===== src/rtl/switch_fabric_arbiter.sv =====
// Switch fabric arbiter: merges NUM_PORTS ingress AXI-Stream-like sources
// onto one egress stream, one whole frame at a time, using round-robin
// arbitration. Frames from disabled ports are drained silently. Frames
// longer than MAX_BEATS are cut short with tlast/tuser forced on the last
// forwarded beat, and their tail is absorbed.
module switch_fabric_arbiter #(
  parameter int NUM_PORTS  = 24,
  parameter int DATA_WIDTH = 64,
  parameter int MAX_BEATS  = 190
) (
  input  logic                             clk_fabric,
  input  logic                             rst_n,
  input  logic [NUM_PORTS-1:0]             in_tvalid,
  output logic [NUM_PORTS-1:0]             in_tready,
  input  logic [NUM_PORTS*DATA_WIDTH-1:0]  in_tdata,
  input  logic [NUM_PORTS-1:0]             in_tlast,
  input  logic [NUM_PORTS-1:0]             in_tuser,
  input  logic [NUM_PORTS-1:0]             port_enable,
  output logic                             out_tvalid,
  input  logic                             out_tready,
  output logic [DATA_WIDTH-1:0]            out_tdata,
  output logic                             out_tlast,
  output logic                             out_tuser,
  output logic [$clog2(NUM_PORTS)-1:0]     out_tdest,
  output logic [31:0]                      frames_forwarded,
  output logic [31:0]                      frames_discarded,
  output logic [31:0]                      frames_truncated
);

  localparam int PW = $clog2(NUM_PORTS);
  localparam int BW = $clog2(MAX_BEATS + 1);

  typedef enum logic [1:0] {
    IDLE    = 2'd0,
    FORWARD = 2'd1,
    DISCARD = 2'd2
  } state_t;

  state_t          state;
  logic [PW-1:0]   grant;
  logic [PW-1:0]   last_grant;
  logic [BW-1:0]   beat_cnt;
  logic            disc_from_idle;

  logic            hi_found;
  logic            lo_found;
  logic [PW-1:0]   hi_idx;
  logic [PW-1:0]   lo_idx;
  logic            req_any;
  logic [PW-1:0]   arb_grant;

  logic                  sel_valid;
  logic                  sel_last;
  logic                  sel_user;
  logic [DATA_WIDTH-1:0] sel_data;
  logic                  at_limit;
  logic                  fwd_hs;
  logic                  disc_hs;

  // Round-robin search: the lowest requester above last_grant wins, otherwise
  // the lowest requester at or below it (wrap-around); last_grant itself is last.
  always_comb begin
    hi_found = 1'b0;
    lo_found = 1'b0;
    hi_idx   = '0;
    lo_idx   = '0;
    for (int p = NUM_PORTS - 1; p >= 0; p--) begin
      if (in_tvalid[p]) begin
        if (p > int'(last_grant)) begin
          hi_found = 1'b1;
          hi_idx   = PW'(p);
        end else begin
          lo_found = 1'b1;
          lo_idx   = PW'(p);
        end
      end
    end
    req_any   = hi_found | lo_found;
    arb_grant = hi_found ? hi_idx : lo_idx;
  end

  // Select the granted port's stream and decode handshakes for this cycle.
  always_comb begin
    sel_valid = in_tvalid[grant];
    sel_last  = in_tlast[grant];
    sel_user  = in_tuser[grant];
    sel_data  = in_tdata[int'(grant)*DATA_WIDTH +: DATA_WIDTH];
    at_limit  = (beat_cnt == BW'(MAX_BEATS - 1));
    fwd_hs    = (state == FORWARD) && sel_valid && out_tready;
    disc_hs   = (state == DISCARD) && sel_valid;
  end

  // Zero-latency egress mux; everything is held at zero while rst_n is low so
  // the outputs are quiet even before the first reset edge has been seen.
  always_comb begin
    in_tready  = '0;
    out_tvalid = 1'b0;
    out_tdata  = '0;
    out_tlast  = 1'b0;
    out_tuser  = 1'b0;
    out_tdest  = '0;
    if (rst_n) begin
      case (state)
        FORWARD: begin
          out_tvalid       = sel_valid;
          out_tdata        = sel_data;
          out_tlast        = sel_last | at_limit;
          out_tuser        = sel_user | at_limit;
          out_tdest        = grant;
          in_tready[grant] = out_tready;
        end
        DISCARD: begin
          in_tready[grant] = 1'b1;
        end
        default: begin
        end
      endcase
    end
  end

  // Frame-level FSM: grant in IDLE, forward or drain the frame, count outcomes.
  always_ff @(posedge clk_fabric) begin
    if (!rst_n) begin
      state            <= IDLE;
      grant            <= '0;
      last_grant       <= PW'(NUM_PORTS - 1);
      beat_cnt         <= '0;
      disc_from_idle   <= 1'b0;
      frames_forwarded <= '0;
      frames_discarded <= '0;
      frames_truncated <= '0;
    end else begin
      case (state)
        IDLE: begin
          if (req_any) begin
            grant      <= arb_grant;
            last_grant <= arb_grant;
            beat_cnt   <= '0;
            if (port_enable[arb_grant]) begin
              state <= FORWARD;
            end else begin
              state          <= DISCARD;
              disc_from_idle <= 1'b1;
            end
          end
        end
        FORWARD: begin
          if (fwd_hs) begin
            beat_cnt <= beat_cnt + BW'(1);
            if (at_limit) begin
              frames_truncated <= frames_truncated + 32'd1;
              if (sel_last) begin
                state <= IDLE;
              end else begin
                state          <= DISCARD;
                disc_from_idle <= 1'b0;
              end
            end else if (sel_last) begin
              frames_forwarded <= frames_forwarded + 32'd1;
              state            <= IDLE;
            end
          end
        end
        DISCARD: begin
          if (disc_hs && sel_last) begin
            if (disc_from_idle) begin
              frames_discarded <= frames_discarded + 32'd1;
            end
            state <= IDLE;
          end
        end
        default: begin
          state <= IDLE;
        end
      endcase
    end
  end

endmodule


===== config.mk =====
export PLATFORM = sky130hd
export DESIGN_NAME = switch_fabric_arbiter
export DESIGN_NICKNAME = d
export VERILOG_FILES = /design/src/rtl/switch_fabric_arbiter.sv
export SDC_FILE = /design/constraint.sdc
export NUM_CORES = 1
export LEC_CHECK = 0
export ABC_CLOCK_PERIOD_IN_PS = 5600
export CORE_AREA = 3 3 715 717
export DETAILED_ROUTE_END_ITERATION = 7
export DIE_AREA = 0 0 718 720
export SLEW_MARGIN = 20
export SYNTH_ARGS = -nofsm -noshare
export SYNTH_HDL_FRONTEND = slang
export SYNTH_SLANG_ARGS = --single-unit

===== constraint.sdc =====
create_clock -name clk_fabric -period 5.6 [get_ports clk_fabric]
set_input_delay 1.12 -clock clk_fabric [delete_from_list [all_inputs] [get_ports clk_fabric]]
set_output_delay 1.12 -clock clk_fabric [all_outputs]
set_load 0.05 [all_outputs]

==> results of run 1 <==
-- per-layer routing --
metal	GRT usage	part of all wire	up-vias
met3	0.05644	0.11	650
met4	0.02489	0.027	178
met1	0.1581	0.37	14020
li1	-	-	10850
met2	0.2458	0.49	2399
met5	0	0.0031	-
-- cells by family after synthesis --
family / share of synthesized area
compound gates: 0.1623
buf+inv: 0.05063
xor+xnor: 0.04313
fa+ha+maj: 0.005357
flops: 0.1243
mux: 0.4961
simple gates: 0.1182
-- layout make-up --
type                    count  share of cell area
multi-input cells        1365              0.3278
inverters                  26            0.002071
well taps                6706              0.1780
diodes                    147            0.007805
clock inverters             2           0.0007433
clock buffers              30             0.01452
repair buffers           1915              0.4196
flip-flops and latches    116             0.04943
-- flip-flops by register name, indices dropped and copies added (netlist names) --
register          count
beat_cnt              8
disc_from_idle        1
frames_discarded     32
frames_forwarded     32
frames_truncated     32
grant                 5
last_grant            4
state                 2
-- stage by stage --
step / util / cell area [sq um] / std cells
after floorplan: - / 18680 / 1693
after global placement: 0.09120 / 46080 / 10130
after detailed placement: 0.09114 / 46050 / 10130
after CTS: 0.09257 / 46760 / 10160
after global routing: 0.09300 / 46990 / 10250
final: 0.09330 / 47130 / 10310
-- power groups by stage --
stage	Combinational [mW]	Clock, mW	Sequential, mW
floorplan	5.20	0	0.910
global placement	11.8	0	1.07
detailed placement	11.7	0	1.07
CTS	11.8	1.34	1.06
global route	12.0	1.37	1.07
finish	11.5	1.32	1.05
-- synth_stat cells, drive strengths merged (5+ instances only) --
master / count
a22oi: 198
a21oi: 28
nor2b: 5
nand3: 52
nor3b: 6
clkbuf: 118
or3: 9
nand2: 71
and4: 17
a211o: 5
a211oi: 8
xor2: 72
o211a: 6
nor2: 148
o21ai: 31
nor3: 16
inv: 26
and3: 27
nand2b: 13
and2: 18
o211ai: 10
mux4: 408
buf: 66
o22ai: 5
a221oi: 5
xnor2: 20
ha: 8
a31oi: 74
nand4: 27
dfxtp: 116
mux2i: 5
-- worst reg2reg max path: cells and delay by family, from the launching register on --
| kind | cells | cell delay, ns |
|---|---|---|
| multiplexers | 1 | 0.33 |
| AO/OA/AOI/OAI | 8 | 3.03 |
| flip-flops | 1 | 0.66 |
| AND/OR/NAND/NOR | 2 | 0.34 |
-- how the worst min path moves through the flow --
stage / endpoint / slack, ns / cells past startpoint / start
2_1_floorplan: disc_from_idle / 0.46 / 2 / disc_from_idle
3_3_place_gp: state[0] / 0.49 / 2 / state[0]
3_5_place_dp: frames_forwarded[31] / 0.49 / 2 / frames_forwarded[31]
4_1_cts: frames_forwarded[31] / 0.50 / 2 / frames_forwarded[31]
5_1_grt: disc_from_idle / 0.53 / 2 / disc_from_idle
6_report: frames_truncated[7] / 0.50 / 2 / frames_truncated[7]
==> run summary, run 1 <==
The count of flip-flops with a built-in enable after synthesis works out to 0. First-pass GRT wire length: 434400 microns. The tools report the CTS sink count as 116. The total setup buffers inserted after CTS was 0. In this run the critical register-to-register path is captured at disc_from_idle. The internal power component was 6.235 mW; the final worst setup slack was 0.4555 ns. The required time of the critical path was 4.48 ns; the power per cell area was 293.5 mW/mm^2. The logs give 13.83 mW for the overall power consumption and 378700 microns for the total detailed-routing wirelength. The area of the mapped netlist is 0.01868 sq mm. The average size of a mapped cell works out to 11.04 sq um. Counting flops and latches in the post-synthesis netlist gives 116. The combined global-route utilization of all metal layers came out at 0.1392. The cell that appears most often on the critical path is buf_4. The portion of synthesized cell area occupied by the leading cell type was 0.4858.

On the critical path the largest part of the delay comes from buffers and inverters. Total number of vias: 28.10k. The biggest area contributor in the post-synthesis netlist is mux4_2. The HPWL after detailed placement is 350600 microns. The most common library cell in the layout ignoring fill and taps was clkdlybuf4s50_1. The run gives 0.095 as the clock network power share. The detailed router finished its first iteration with 2833 violations. Initial cell density of the core: 0.03698. The area added between synthesis and finish was 152.3%.

The hold violation count in the final report is 0. The logs give 0.5052 sq mm for the core area and 0.0002908 V for the worst vdd rail ir drop. Setup repair after global routing left no endpoint under its margin. The type of origin of the critical path is a flop. On the critical path, the stage with the largest delay is an instance of dfxtp_1. The path class of the tightest hold or removal check is reg -> reg.

The total of hold buffers inserted after clock tree synthesis is 0. In the layout the commonest cells are clkdlybuf4s50_1 (1749), mux4_2 (403), a22oi_1 (197). The routability congestion estimate from global placement was 0.9372. The pin count of the biggest net entering global routing was 93. Based on the critical path, the design can be clocked at up to 194.4 MHz. Final hold analysis gives a worst-case slack of 0.4963 ns.

The number of cells upsized or downsized after cts was 0. The via density per instance was 2.726. The clock transition at the registers of the reported paths works out to 0.05 ns. The path type of the worst setup path is reg -> out. The number of clock buffers added by TritonCTS is 25.

The cell depth of the worst flop-to-flop path is 11, and the yosys synthesis warning count is 0. The number of slew-limit violations in the final report came out at 0. Summing all flip-flop and latch instances after layout gives 0.002330 sq mm. Fraction of layout instances using a drive strength above 1: 0.1865. The number of global-route vias before repair was 26.21k.

On the final layout, the worst clock skew is 0.02780 ns. The filler cell count is 58.20k, and the die width is 718 microns. The kind of capture point of the worst setup path is an output pin. The stage delay of the slowest cell on the critical path is 0.76 ns.

The most critical setup path has its endpoint at out_tdata[30]. In the post-synthesis netlist, the biggest area contributors are mux4_2 (49%), dfxtp_1 (12%), a22oi_1 (7.9%). CTS placed an instance of clkbuf_16 at the clock tree root. The flow ran to the end, and the final reports show no timing, DRC or antenna violations. For the combinational group share of total power, the log shows 0.829. The final layout contains 5092 nets.

The part of the total power dissipated in sequential elements was 0.076; the count of standard-cell rows was 261. The net switching share of the total power is 0.5492, and the number of nets in the synthesized netlist is 3336. Pin placement for this block handled 1827 I/O pins. For this run, design rule violations remaining after detail routing come to 0. Walking the worst path, the cells encountered are nor3b_2, buf_4, buf_4, a22oi_1, a31oi_1, buf_12.

The ratio of final minimum period to clock period is 0.9187. The setup check on the worst reg-to-reg path leaves a slack of 1.06 ns. The H-tree depth is 4. The setup-violating endpoint count in the final report is 0. TritonCTS built the clock tree.

At the placement stage, the worst setup path has a slack of 0.6818 ns. Along the worst path, the maximum fanout reaches 24. At the later pin of the worst-skew pair, clock insertion delay measures 0.48 ns. The number of I/O port buffers is 1826.

The analysis attributes to net switching a power of 7.598 mW. The number of buffers and inverters on the critical path works out to 3. The number of different library cells used by synthesis comes to 90. The part of the Yosys area used for sequential elements was 0.1243; the multi-input logic area was 0.01545 sq mm. The floorplan step defined a die boundary enclosing 0.5170 sq mm. The global route total overflow was 0; the post-detailed-route wirelength per cell was 36.75 microns. The tools report the number of optimization iterations in the first detailed-route pass as 5.

Worst relative slew slack: 0.2109. The async set or reset register ratio after synthesis came out at 0. The worst-margin pin slew is 1.184 ns, and the data arrival time at the worst-slack endpoint is 4.02 ns. Counting along the longest clock path gives a buffer depth of 3.

In this run the critical register-to-register path is launched from last_grant[0]. The floorplan step set the die height to 720 microns. Main flop type after synthesis: dfxtp_1.

Summed over all cells, the static leakage comes to 13.42 nW. Counting buffers and inverters, the worst setup path is 6 cells deep. The detail route stage leaves a number of antenna-violating nets equal to 0.

The cell count after synthesis came out at 1693. The most critical setup path has its startpoint at grant[3]. The max-cap check violation count came out at 0.

Adding up every negative setup slack in the final design gives 0 ns. The initial antenna violation count is 405, and the minimum clock period is 5.145 ns.
No activity file was read; power rests on OpenSTA's default activity.
==> inputs of run 2 (changes only) <==
--- a/config.mk
+++ b/config.mk
@@ -6,9 +6,10 @@
 export NUM_CORES = 1
 export LEC_CHECK = 0
 export ABC_CLOCK_PERIOD_IN_PS = 5600
-export CORE_AREA = 3 3 715 717
+export CORE_AREA = 3 3 707 709
 export DETAILED_ROUTE_END_ITERATION = 7
-export DIE_AREA = 0 0 718 720
+export DIE_AREA = 0 0 710 712
+export HOLD_SLACK_MARGIN = 0.15
 export SLEW_MARGIN = 20
 export SYNTH_ARGS = -nofsm -noshare
 export SYNTH_HDL_FRONTEND = slang
==> run 2 against run 1 <==
Compared with the run above:
- register-to-register slack better by 0.06 ns
- cell count decreased by 1.9%
- via count rose by 0.43%
- critical path depth is 1 higher
==> run summary, run 2 (synthesis gave the netlist of run 1 again) <==
The count of standard-cell rows is 258 (was 261). Setup repair after global routing left no endpoint under its margin. The net switching share of the total power is 0.5579 (was 0.5492). The die width came out at 710 microns (was 718 microns).

The tools report the multi-input logic area as 0.01546 sq mm (was 0.01545 sq mm). Clock network power share: 0.088 (was 0.095). Crit path cell chain: clkdlybuf4s50_1, mux4_2, a22oi_1, nand2_1, a221oi_1, nor2_1, clkdlybuf4s50_1 (was nor3b_2, buf_4, buf_4, a22oi_1, a31oi_1, buf_12). Cell type group with the largest total delay on the critical path: buffers and inverters (unchanged). The tools report the HPWL after detailed placement as 345600 microns (was 350600 microns).

CTS sink count: 116 (unchanged). The maximum achievable frequency was 199.7 MHz (was 194.4 MHz); the standby leakage power was 13.43 nW (was 13.42 nW). The logs give 0.03785 (was 0.03698) for the initial cell density of the core and 0 ns (unchanged) for the final sum of negative setup slack. The setup-violating endpoint count in the final report came out at 0 (unchanged).

The path category of the worst min-delay check was reg -> reg (unchanged). The count of pins on the block boundary was 1827 (unchanged). The ratio of final minimum period to clock period came out at 0.8943 (was 0.9187). The tools report the routability congestion estimate from global placement as 0.9422 (was 0.9372). Clock root buffer: clkbuf_16 (unchanged). The total detailed-routing wirelength is 373600 microns (was 378700 microns), and the hold violation count in the final report is 0 (unchanged). The global route total overflow was 0 (unchanged).

Number of buffers and inverters on the critical path: 2 (was 3). Slowest cell on the critical path: clkdlybuf4s50_1 (was dfxtp_1). The core occupancy in the finished layout was 0.09474 (was 0.09330); the worst vdd rail ir drop was 0.0002468 V (was 0.0002908 V). The flow ran to the end, and the final reports show no timing, DRC or antenna violations. The total setup buffers inserted after CTS is 0 (unchanged).

The pin count of the biggest net entering global routing was 66 (was 93). The run gives 4 (unchanged) as the H-tree depth. The tools report the kind of capture point of the worst setup path as an output pin (unchanged). The final setup skew came out at 0.01217 ns (was 0.02780 ns). Leading registers by flop count: frames_discarded x32, frames_forwarded x32, frames_truncated x32 (unchanged). The area of the die was 0.5055 sq mm (was 0.5170 sq mm); the area added between synthesis and finish was 150.3% (was 152.3%).

Most frequent cells in the layout: clkdlybuf4s50_1 (1751), mux4_2 (403), a22oi_1 (197) (was clkdlybuf4s50_1 (1749), mux4_2 (403), a22oi_1 (197)). The number of slew-limit violations in the final report came out at 0 (unchanged). The hold path startpoint is state[0] (was frames_truncated[7]).

Cell repeated most along the worst path: clkdlybuf4s50_1 (was buf_4). The total of hold buffers inserted after clock tree synthesis was 0 (unchanged); the final worst setup slack was 0.5917 ns (was 0.4555 ns). The fraction of layout instances using a drive strength above 1 came out at 0.1901 (was 0.1865). For the number of nets in the finished design, the log shows 5101 (was 5092). Via density per instance: 2.790 (was 2.726). The type of origin of the critical path is an input pin (was a flop). Source of the critical timing path: in_tvalid[8] (was grant[3]). The final design area excluding fillers is 0.04676 sq mm (was 0.04713 sq mm). The tools report the first-pass GRT wire length as 427400 microns (was 434400 microns). Worst relative slew slack: 0.2443 (was 0.2109). The highest fanout seen on the critical path works out to 7 (was 24). The number of cells upsized or downsized after cts is 0 (unchanged). The worst-margin pin slew is 1.134 ns (was 1.184 ns), and the number of global-route vias before repair is 26.30k (was 26.21k). The cell count after placement was 9939 (was 10.13k); the part of the total power dissipated in sequential elements was 0.074 (was 0.076).

The die outline height works out to 712 microns (was 720 microns). The path type of the worst setup path was in -> out (was reg -> out). The number of clock buffers inserted by TritonCTS was 17 (was 25); the count of antenna-violating nets left after detailed routing was 0 (unchanged). The internal power component came out at 6.044 mW (was 6.235 mW).

The logs give 0.838 (was 0.829) for the combinational group share of total power and 0.45 ns (was 0.48 ns) for the clock latency on the worst-skew pair. The deepest clock path buffer count was 2 (was 3); the post-detailed-route wirelength per cell was 36.94 microns (was 36.75 microns). The number of I/O port buffers works out to 1826 (unchanged). The tools report the data arrival time at the worst-slack endpoint as 3.89 ns (was 4.02 ns). Worst setup slack before clock tree synthesis: 0.5843 ns (was 0.6818 ns). Required time of the critical path: 4.48 ns (about the same). Most common library cell in the layout ignoring fill and taps: clkdlybuf4s50_1 (unchanged). The tools report the total DRC errors in the routed layout as 0 (unchanged). Core area: 0.4936 sq mm (was 0.5052 sq mm). The logs give 10.12k (was 10.31k) for the number of cells in the finished layout apart from fillers and 0.002330 sq mm (unchanged) for the footprint of the flip-flops and latches. TritonCTS built the clock tree. Power per cell area: 292.4 mW/mm^2 (was 293.5 mW/mm^2). The DRC violation total after the first TritonRoute iteration is 2957 (was 2833). The clock transition at the registers of the reported paths was 0.07 ns (was 0.05 ns); the stage delay of the slowest cell on the critical path was 0.73 ns (was 0.76 ns). The tools report the startpoint of the most critical register-to-register path as grant[3] (was last_grant[0]). The run gives 7.627 mW (was 7.598 mW) as the total net switching power. The minimum clock period is 5.008 ns (was 5.145 ns), and the number of optimization iterations in the first detailed-route pass is 5 (unchanged). The filler cell count was 56.87k (was 58.20k); the cell area after placement was 0.04579 sq mm (was 0.04605 sq mm). The total number of vias was 28.22k (was 28.10k); the max-cap check violation count was 0 (unchanged). The logs give 365 (was 405) for the initial antenna violation count and 0.1406 (was 0.1392) for the combined global-route utilization of all metal layers.
==> run 2: area by class of cell <==
type	count	share of cell area
Inverter	26	0.002087
Timing Repair Buffer	1932	0.4227
Antenna cell	144	0.007706
Multi-Input combinational cell	1365	0.3307
Clock buffer	17	0.009097
Clock inverter	15	0.003987
Sequential cell	116	0.04982
Tap cell	6500	0.1739
==> run 2: final timing paths <==
| check | slack [ns] | endpoint | depth (start not counted) |
|---|---|---|---|
| min | 0.50 | state[0] | 2 |
| max reg2reg | 1.12 | state[1] | 12 |
| min reg2reg | 0.50 | state[0] | 2 |
| max | 0.59 | out_tvalid | 7 |
==> run 2: metal layers <==
| layer | global-route usage | wire [microns] | up-vias |
|---|---|---|---|
| met4 | 0.03011 | 9613 | 226 |
| li1 | - | - | 10870 |
| met5 | 0 | 1514 | - |
| met3 | 0.06032 | 41280 | 691 |
| met1 | 0.1540 | 135300 | 14140 |
| met2 | 0.2499 | 185900 | 2298 |
==> run 2: per-stage QoR <==
| stage | hold WS, ns | power [mW] |
|---|---|---|
| 2_1_floorplan | 0.4626 | 6.112 |
| 3_3_place_gp | 0.4805 | 12.70 |
| 3_5_place_dp | 0.4850 | 12.67 |
| 4_1_cts | 0.4946 | 13.95 |
| 5_1_grt | 0.5302 | 14.21 |
| 6_report | 0.4989 | 13.67 |
==> run 2: power by group through the flow <==
stage | clock network (mW) | logic, mW | registers [mW]
floorplan | 0 | 5.20 | 0.910
global placement | 0 | 11.7 | 1.03
detailed placement | 0 | 11.6 | 1.03
CTS | 1.25 | 11.7 | 1.02
global route | 1.26 | 11.9 | 1.02
finish | 1.20 | 11.5 | 1.01
==> run 2: worst min-delay path: stages, from the launching register on <==
cell,delay [ns]
dfxtp_1,0.33
nand2b_1,0.07
a21oi_1,0.06
==> RTL edit 1: new RTL, settings of run 1 <==
Change the parameter `MAX_BEATS` from 190 to 380.
--- a/src/rtl/switch_fabric_arbiter.sv
+++ b/src/rtl/switch_fabric_arbiter.sv
@@ -6,7 +6,7 @@
 module switch_fabric_arbiter #(
   parameter int NUM_PORTS  = 24,
   parameter int DATA_WIDTH = 64,
-  parameter int MAX_BEATS  = 190
+  parameter int MAX_BEATS  = 380
 ) (
   input  logic                             clk_fabric,
   input  logic                             rst_n,
Check against the original RTL: not settled (the Yosys comparison gave no result); the edit may change what the design does.
==> RTL edit 1 against run 1 <==
The run now ends with DRC left. Design area decreased by 0.70%. Core utilization decreased by 0.065 points. Clock power decreased by 16%. Worst setup slack improved by 0.044 ns. Wire length decreased by 1.0%. Sequential cell count increased by 1. Power decreased by 4.2%. Area after synthesis increased by 1.5%. Critical path type unchanged. Critical endpoint is now out_tdata[33].
==> RTL edit 1: results (changes against run 1) <==
| Metric | Value |
|---|---|
| Status | complete, but fails checks |
| Violated checks | DRC |
| Pleak | 13.4 nW (-0.18%) |
| Setup crit start | grant[0] |
| Vias in the first global route | 26366 (+0.60%) |
| Remaining DRCs | 1 (+1) |
| Sequential area share after synthesis | 12.4% (-0.077 points) |
| Largest net degree at the start of global routing | 103 (+11%) |
| Post-DP Area | 0.0459 mm^2 (-0.22%) |
| Routed wl met2 | 187 mm (+0.47%) |
| Mapped Cells | 1703 (+0.59%) |
| Met2 Use GR | 24.7% (+0.16 points) |
| Peak supply drop | 0.000176 V (-40%) |
| Later-pin clock latency in the skew report | 0.45 ns (-0.03 ns) |
| Clock tree buffer depth | 2 (-1) |
| Reg2reg start | last_grant[2] |
| GR Layer Usage met3 | 5.44% (-0.20 points) |
| Final nets | 5110 (+0.35%) |
| Share of cells above drive strength 1 | 19.0% (+0.37 points) |
| Worst slew pin tran | 1.06 ns (-0.122 ns) |
| Number of CTS-inserted buffers | 17 (-32%) |
| CTS clock-pin slew for the worst setup and hold paths | 0.07 ns (+0.02 ns) |
| Syn Nets | 3345 (+0.27%) |
| R2R depth | 12 (+1) |
| WL met1 | 140 mm (-1.2%) |
[RTL edit 1: final timing paths]
| path | slack, ns | endpoint |
|---|---|---|
| max | 0.50 | out_tdata[33] |
| min | 0.51 | beat_cnt[6] |
| max reg2reg | 1.01 | state[1] |
| min reg2reg | 0.51 | beat_cnt[6] |
[RTL edit 1: cell type report]
class                      count  area, um^2  area share, %
timing repair buffer        1930       19400           41.4
multi-input combinational   1374       15700           33.6
tap                         6706        8390           17.9
sequential                   117        2350           5.02
clock buffer                  18         439          0.938
antenna                      112         280          0.599
clock inverter                14         141          0.302
inverter                      28         105          0.225
[RTL edit 1: worst max-delay path, stage by stage (launching register included)]
cell             delay [ns]
dfxtp_4                0.86
buf_12                 0.29
buf_4                  0.29
mux4_2                 0.65
a22oi_1                0.36
a31oi_1                0.14
clkdlybuf4s50_1        0.78
[RTL edit 1: power by group]
| part | switching [W] | internal (W) |
|---|---|---|
| Sequential | 0.000201 | 0.000874 |
| Clock | 0.000481 | 0.000633 |
| Combinational | 0.00662 | 0.00444 |
==> RTL edit 2: new RTL, config.mk and constraints of run 1 <==
Made on the original files. Make the reset (`rst_n`) asynchronous in one clocked block.
--- a/src/rtl/switch_fabric_arbiter.sv
+++ b/src/rtl/switch_fabric_arbiter.sv
@@ -119,7 +119,7 @@
   end
 
   // Frame-level FSM: grant in IDLE, forward or drain the frame, count outcomes.
-  always_ff @(posedge clk_fabric) begin
+  always_ff @(posedge clk_fabric or negedge rst_n) begin
     if (!rst_n) begin
       state            <= IDLE;
       grant            <= '0;
Function: not settled (the Yosys comparison gave no result); the edit may change what the design does.
==> RTL edit 2 against run 1 <==
Worst hold slack lost 0.022 ns. Worst setup slack lost 0.38 ns. Sequential cell count is the same. Power grew 7.8%. Area after synthesis grew 0.21%. Via count grew 1.2%. Clock skew shrank 0.011 ns. Wire length grew 2.3%. First-iteration DRC count grew 9.8%. Design area shrank 0.29%. Critical path type unchanged. Largest cell class unchanged.
==> RTL edit 2: results (changes against run 1) <==
| Metric | Value |
|---|---|
| Status | completed |
| Setup crit start | grant[1] |
| Synth top cells by count | 402 x mux4_2, 200 x a22oi_1, 112 x dfrtp_1 |
| Final nets | 5058 (-0.67%) |
| Critical path data arrival time | 4.41 ns (+0.39 ns) |
| Non-clock buffer instance count of the final layout | 1951 (+1.9%) |
| Clock tree buffer depth | 2 (-1) |
| Synth async-reset ratio | 100% (+100 points) |
| Syn Nets | 3256 (-2.4%) |
| Vias in the first global route | 26663 (+1.7%) |
| Worst slew margin | 25.3% (+4.3 points) |
| Synth-to-layout area growth | 151% |
| Largest net degree at the start of global routing | 72 (-23%) |
| Yosys cell types | 83 (-7.8%) |
| First-pass GRT wire length | 446 mm (+2.7%) |
| Seq cells | 116 (unchanged) |
| Multi-In Gates | 1304 (-4.5%) |
| R2r setup slk | 0.87 ns (-0.19 ns) |
| Number of CTS-inserted buffers | 17 (-32%) |
| Peak supply drop | 0.000307 V (+5.7%) |
| Later-pin clock latency in the skew report | 0.45 ns (-0.03 ns) |
| Dpl hpwl | 361 mm (+2.9%) |
| Clock-cell share | 1.25% (-0.27 points) |
| Buffering overhead | 41.7% (-0.29 points) |
| Initial antenna violation count | 445 (+9.9%) |
| Wirelength per Cell | 37.7 um (+2.5%) |
==> RTL edit 2: cells by family after synthesis <==
| group | share of synthesized area, % |
|---|---|
| xor gates and xnor gates | 4.63 |
| AOI/OAI and AO/OA | 15.8 |
| buffers and inverters | 4.24 |
| muxes | 49.1 |
| adders and majority gates | 0.535 |
| DFF | 15.5 |
| and+or+nand+nor | 10.1 |
==> RTL edit 2: how the worst min path moves through the flow <==
stage                               from                    to  slack (ns)  depth (start not counted)
global placement    frames_truncated[31]  frames_truncated[31]        0.46                          1
global route        frames_truncated[31]  frames_truncated[31]        0.49                          1
floorplan                    beat_cnt[5]           beat_cnt[5]        0.50                          2
CTS                 frames_truncated[31]  frames_truncated[31]        0.48                          1
finish              frames_truncated[31]  frames_truncated[31]        0.47                          1
detailed placement  frames_truncated[31]  frames_truncated[31]        0.47                          1
==> RTL edit 2: per-stage QoR <==
stage	TNS, ns	setup slack, ns	std cells
finish	0	0.0732	10278
floorplan	0	1.57	1613
global route	-0.000907	-0.000907	10240
global placement	0	0.495	10101
CTS	0	0.0490	10133
detailed placement	0	0.568	10101
==> RTL edit 2: where the power goes <==
group | switching [W] | internal [W] | leakage, nW | total, W
clock network | 0.000513 | 0.000632 | 0.281 | 0.00114
registers | 0.000313 | 0.000908 | 1.55 | 0.00122
logic | 0.00747 | 0.00508 | 12.6 | 0.0125
==> RTL edit 2: routing by layer <==
metal  track usage, %  routed length [um]  vias to the layer above
li1                 -                   -                    10730
met1             15.1              135000                    14346
met2             26.7              202000                     2421
met3             5.20               36700                      794
met4             3.36               12200                      140
met5                0                 982                        -
==> RTL edit 2: critical path: stages, from the launching register on <==
cell	delay (ns)
dfrtp_4	1.04
buf_12	0.33
buf_12	0.27
buf_4	0.29
mux4_2	0.48
a22oi_1	0.12
a31oi_1	0.69
buf_4	0.34
